$ cat src/rtl/fp_share_pkg.sv
// Shared definitions for the fp16 adder sharing block.
// Holds the default parameters, fp16 constants and the shadow-stage record.
// The shadow record follows each operation through the core.
// Its tag field is sized for the largest supported requester count (8).
package fp_share_pkg;

  localparam int NREQ_DEF = 4;
  localparam int DW_DEF   = 16;
  localparam int LAT_DEF  = 2;

  // Widest owner tag, enough for up to 8 requesters.
  localparam int TAG_W = 3;

  localparam logic [15:0] FP16_ZERO  = 16'h0000;
  localparam logic [15:0] FP16_ONE   = 16'h3C00;
  localparam logic [15:0] FP16_TWO   = 16'h4000;
  localparam logic [15:0] FP16_THREE = 16'h4200;

  typedef struct packed {
    logic             v;
    logic [TAG_W-1:0] tag;
  } shadow_t;

endpackage

$ cat src/rtl/hadd_share_arbiter_rr.sv
// Purely combinational round-robin arbiter.
// The search for a winner starts at i_ptr and wraps around.
// The pointer register is held in the parent.
//   i_req    : request vector
//   i_en     : when 0, no grant is produced
//   i_ptr    : index where the circular search starts
//   o_grant  : one-hot grant
//   o_winner : binary index of the granted requester
//   o_any    : 1 when some requester is granted
module rr_arbiter
  import fp_share_pkg::*;
#(
  parameter  int NREQ = NREQ_DEF,
  localparam int IDW  = $clog2(NREQ)
) (
  input  logic [NREQ-1:0] i_req,
  input  logic            i_en,
  input  logic [IDW-1:0]  i_ptr,
  output logic [NREQ-1:0] o_grant,
  output logic [IDW-1:0]  o_winner,
  output logic            o_any
);

  localparam logic [IDW:0] NREQ_W = (IDW + 1)'(NREQ);

  logic [2*NREQ-1:0] w_req2;
  logic [NREQ-1:0]   w_rot;
  logic [IDW:0]      w_sum;

  // Rotate the requests so that position 0 is the requester at i_ptr.
  assign w_req2 = {i_req, i_req};
  assign w_rot  = NREQ'(w_req2 >> i_ptr);

  always_comb begin
    o_any    = 1'b0;
    o_winner = '0;
    o_grant  = '0;
    w_sum    = '0;
    if (i_en) begin
      // Scan from the far end down, so the last hit is the one closest to i_ptr.
      for (int j = NREQ - 1; j >= 0; j--) begin
        if (w_rot[j]) begin
          w_sum = {1'b0, i_ptr} + (IDW + 1)'(j);
          o_any = 1'b1;
        end
      end
      if (w_sum >= NREQ_W) w_sum = w_sum - NREQ_W;
      o_winner = w_sum[IDW-1:0];
      for (int i = 0; i < NREQ; i++)
        o_grant[i] = o_any && (o_winner == IDW'(i));
    end
  end

endmodule

$ cat src/rtl/hadd_share_arbiter.sv
// Shares one pipelined fp16 adder core among NREQ requesters.
// Operations are issued round-robin.
// A shadow pipeline of {valid, owner} follows each operation through the core.
// Each result is returned to the requester that issued it.
// If that owner is not ready, the core is frozen through its clock enable.
//   aclk, areset          : clock, async active-high reset
//   req_valid/req_ready   : per-requester request handshake
//   req_a/req_b           : packed operands, requester i at [i*DW +: DW]
//   rsp_valid/rsp_ready   : per-requester response handshake (rsp_valid one-hot)
//   rsp_data              : result broadcast to all requesters
//   core_aclken           : clock enable to the core
//   core_a/core_b         : operands to the core
//   core_result           : result from the core
module hadd_share_arbiter
  import fp_share_pkg::*;
#(
  parameter int NREQ = NREQ_DEF,
  parameter int DW   = DW_DEF,
  parameter int LAT  = LAT_DEF
) (
  input  logic             aclk,
  input  logic             areset,
  input  logic [NREQ-1:0]  req_valid,
  input  logic [NREQ*DW-1:0] req_a,
  input  logic [NREQ*DW-1:0] req_b,
  output logic [NREQ-1:0]  req_ready,
  output logic [NREQ-1:0]  rsp_valid,
  output logic [DW-1:0]    rsp_data,
  input  logic [NREQ-1:0]  rsp_ready,
  output logic             core_aclken,
  output logic [DW-1:0]    core_a,
  output logic [DW-1:0]    core_b,
  input  logic [DW-1:0]    core_result
);

  localparam int IDW = $clog2(NREQ);

  shadow_t        r_shadow [LAT];
  logic [IDW-1:0] r_ptr;

  logic [NREQ-1:0] w_grant;
  logic [IDW-1:0]  w_winner;
  logic [IDW-1:0]  w_ptr_nxt;
  logic            w_issue;
  logic            w_stall;
  logic            w_en;

  // The output stage is decoded from registered state only, so req_valid has no path to rsp_valid.
  always_comb begin
    rsp_valid = '0;
    for (int i = 0; i < NREQ; i++)
      rsp_valid[i] = r_shadow[LAT-1].v && (r_shadow[LAT-1].tag == TAG_W'(i));
  end

  assign rsp_data = core_result;

  // rsp_valid is one-hot, so this selects exactly the owner's ready.
  assign w_stall     = |(rsp_valid & ~rsp_ready);
  assign w_en        = ~w_stall & ~areset;
  assign core_aclken = w_en;

  rr_arbiter #(.NREQ(NREQ)) u_rr (
    .i_req    (req_valid),
    .i_en     (w_en),
    .i_ptr    (r_ptr),
    .o_grant  (w_grant),
    .o_winner (w_winner),
    .o_any    (w_issue)
  );

  assign req_ready = w_grant;
  assign w_ptr_nxt = (w_winner == IDW'(NREQ - 1)) ? '0 : w_winner + IDW'(1);

  always_comb begin
    core_a = '0;
    core_b = '0;
    for (int i = 0; i < NREQ; i++) begin
      if (w_grant[i]) begin
        core_a = req_a[i*DW +: DW];
        core_b = req_b[i*DW +: DW];
      end
    end
  end

  // The shadow shifts only on enabled edges, so it stays aligned with the core stages.
  always_ff @(posedge aclk or posedge areset) begin
    if (areset) begin
      for (int s = 0; s < LAT; s++) r_shadow[s] <= '0;
      r_ptr <= '0;
    end else if (w_en) begin
      r_shadow[0].v   <= w_issue;
      r_shadow[0].tag <= TAG_W'(w_winner);
      for (int s = 1; s < LAT; s++) r_shadow[s] <= r_shadow[s-1];
      if (w_issue) r_ptr <= w_ptr_nxt;
    end
  end

endmodule
$ cat config.mk
export PLATFORM = sky130hd
export DESIGN_NAME = hadd_share_arbiter
export DESIGN_NICKNAME = d
export VERILOG_FILES = /design/src/rtl/fp_share_pkg.sv /design/src/rtl/hadd_share_arbiter_rr.sv /design/src/rtl/hadd_share_arbiter.sv
export SDC_FILE = /design/constraint.sdc
export NUM_CORES = 1
export LEC_CHECK = 0
export CAP_MARGIN = 20
export CELL_PAD_IN_SITES_DETAIL_PLACEMENT = 0
export CELL_PAD_IN_SITES_GLOBAL_PLACEMENT = 1
export CORE_AREA = 2 2 120 93
export CTS_CLUSTER_DIAMETER = 30
export DETAILED_ROUTE_END_ITERATION = 10
export DIE_AREA = 0 0 122 95
export PLACE_DENSITY = 0.87
export SETUP_SLACK_MARGIN = 0.1
export SLEW_MARGIN = 5
export SYNTH_ARGS = -nofsm -noshare
export SYNTH_HDL_FRONTEND = slang
export SYNTH_SLANG_ARGS = --single-unit
$ cat constraint.sdc
create_clock -name aclk -period 4.57 [get_ports aclk]
set_input_delay 0.457 -clock aclk [delete_from_list [all_inputs] [get_ports aclk]]
set_output_delay 0.457 -clock aclk [all_outputs]
set_load 0.005 [all_outputs]
==> metrics <==
Worst-Margin Slew=just under 0.8 ns; Final Max Slew Viols=0; die height=between 90 and 100 um; gpl congestion=0.762; Worst-Skew Late Latency=0.23 ns; Mapped Avg Cell Area=7.51 sq um; post-route insts no fill=544; post-synthesis sequential element count=8; Remaining DRCs=0; cell family with most CP delay=buffers and inverters; Hold Buf Count CTS=0; IO buf count=approximately 180; filler instances=1102; total core area=about 11000 sq um; warnings from Yosys=0; Post-DP HPWL=7.23 mm; finished layout cell area=3840 sq um; Area growth, synth to finish=97.3%; DR pass1 iterations=4; crit end category=output pin; vias after detailed routing=2710; gr ovfl total=0; status=complete, no violations; pin count of the biggest net entering global routing=35; cts repair resizes=0; mapped cell area=between 1500 and 2000 sq um; WS Path Type=primary input to output pin; Seq/Total Area, Yosys=0.103; worst hold path class=primary input to asynchronous set/reset pin; Finish-stage setup viols=0; DIE WIDTH=122 um; peak supply drop=between 150 and 200 uV; setup TNS=0 ns; worst r2r path cells=5; all-layer global routing usage=0.164; WL final=9.89 mm; commonest cells in the netlist=36 x nor2_1, 33 x a22o_1, 33 x o21ai_0; H-tree lvl count=1; die area=11600 sq um; Hold Vio Cnt, Final=0; initial antenna violation count=0; top cell type's share of synthesized area=0.165; n_diodes=0; dpl cells=541; WP data arrival=3.52 ns; distinct cell type count after synthesis=32; vias in the first global route=roughly 2700; layout cells sized above 1=0.0693; clk_skew=approximately 0.0015 ns; RSZ-0062 raised after global routing=false; EDFF count, synth=0; CTS clk-pin slew, worst paths=0.04 ns; DR iter-0 viols=107; CP bufs+invs=3; Rows=33; prevailing post-synth register cell=dfrtp_1; CP required=4.11 ns; cell count after synthesis=259; ANT nets after route=0; area post-placement=3760 sq um; slowest stage delay, CP=0.57 ns; Pleak=1.42 nW; Layout Nets=560; clock buffer depth=2; slowest CP cell=clkdlybuf4s50_1; top post-synthesis cells by area=a32o_1 16%, a22o_1 15%, o21bai_1 12%; crit path time final=3.98 ns; Synth Net Count=between 400 and 500; I/O pin cnt=approximately 210; Post-synth ARST share=1.00; crit-path cells=clkdlybuf4s50_1, a21boi_1, o221a_2, nor3b_4, nor3b_4, buf_4, a22o_1, clkdlybuf4s50_1; Tcrit/Tclk final=0.870; PD cells=between 300 and 400 nW/um^2; startpoint types=primary input; TritonCTS clock tree=done; first-pass GRT wire length=14.6 mm; root buf cell=clkbuf_16; CTS Buf Count=3; Slew HR=0.479; Tot Pwr=1.52 mW; WL/cell=18.2 um; Via density=approximately 5; max frequency=252 MHz; Max-cap violations=0; Worst path depth=8; CTS Sinks=8; CP max FO=27; Post-CTS Setup Bufs=0; most instantiated library cell after synthesis=nor2_1; Starting Density=0.185; dominant cell type by area after synthesis=a32o_1
-- worst paths after layout --
kind | end | slack, ns | start
min in group aclk | r_shadow[7] | 0.49 | r_shadow[7]
worst min register to register | r_shadow[7] | 0.49 | r_shadow[7]
worst max-delay path | core_b[4] | 0.59 | req_valid[1]
worst min-delay path | r_shadow[1] | 0.49 | areset
worst max register to register | r_shadow[4] | 2.41 | r_ptr[1]
max in group asynchronous | r_shadow[4] | 3.83 | areset
-- cell type report --
cell class,instances,area (sq um),area share
clock buffers,3,75.1,0.0196
well taps,140,175,0.0456
repair buffers,188,1870,0.487
flip-flops and latches,8,200,0.0522
inverters,4,15.0,0.00391
multi-input cells,201,1500,0.392
-- metal layers --
layer / track usage / wire (um)
met1: 0.202 / 4290
met2: 0.292 / 4680
met3: 0.0380 / 823
met4: 0.0345 / 91
met5: 0 / 0
-- worst reg2reg max path, delay by kind of cell (launching register included) --
| kind | cells | cell delay [ns] |
|---|---|---|
| simple gates | 1 | 0.29 |
| compound gates | 2 | 0.64 |
| buf+inv | 1 | 0.41 |
| flops | 1 | 0.52 |
| mux | 1 | 0.23 |
-- through the flow --
stage	setup slack, ns	hold WS [ns]	util
2_1_floorplan	2.23	0.288	-
3_3_place_gp	0.665	0.459	0.357
3_5_place_dp	0.600	0.478	0.357
4_1_cts	0.566	0.487	0.365
5_1_grt	0.379	0.511	0.365
6_report	0.595	0.487	0.365
-- cell usage in the layout, fill, tap and decap left out, types with 4 or more instances in the layout --
cell type / instances
a32o_1: 32
a22o_1: 33
o21bai_1: 32
o21ai_0: 33
clkdlybuf4s50_1: 178
buf_4: 9
inv_1: 4
nand2_1: 5
nor2_1: 36
dfrtp_1: 8
-- power by group --
part,internal (mW),switching (mW)
clock,0.113,0.0353
combinational,0.668,0.565
sequential,0.105,0.0365
total,0.886,0.637
-- sequential cells by signal, summed over array words and instances (netlist names) --
signal / count
r_shadow: 6
r_ptr: 2
-- logic make-up (layout without fill, tap and decap cells) --
group | Yosys count | count (layout) | share of synthesized area
multiplexers | 4 | 4 | 0.0225
XOR/XNOR | 1 | 1 | 0.00450
AO/OA/AOI/OAI | 139 | 139 | 0.570
buffers and inverters | 50 | 195 | 0.139
AND/OR/NAND/NOR | 57 | 57 | 0.161
flip-flops | 8 | 8 | 0.103
No activity file was read; power rests on OpenSTA's default activity.
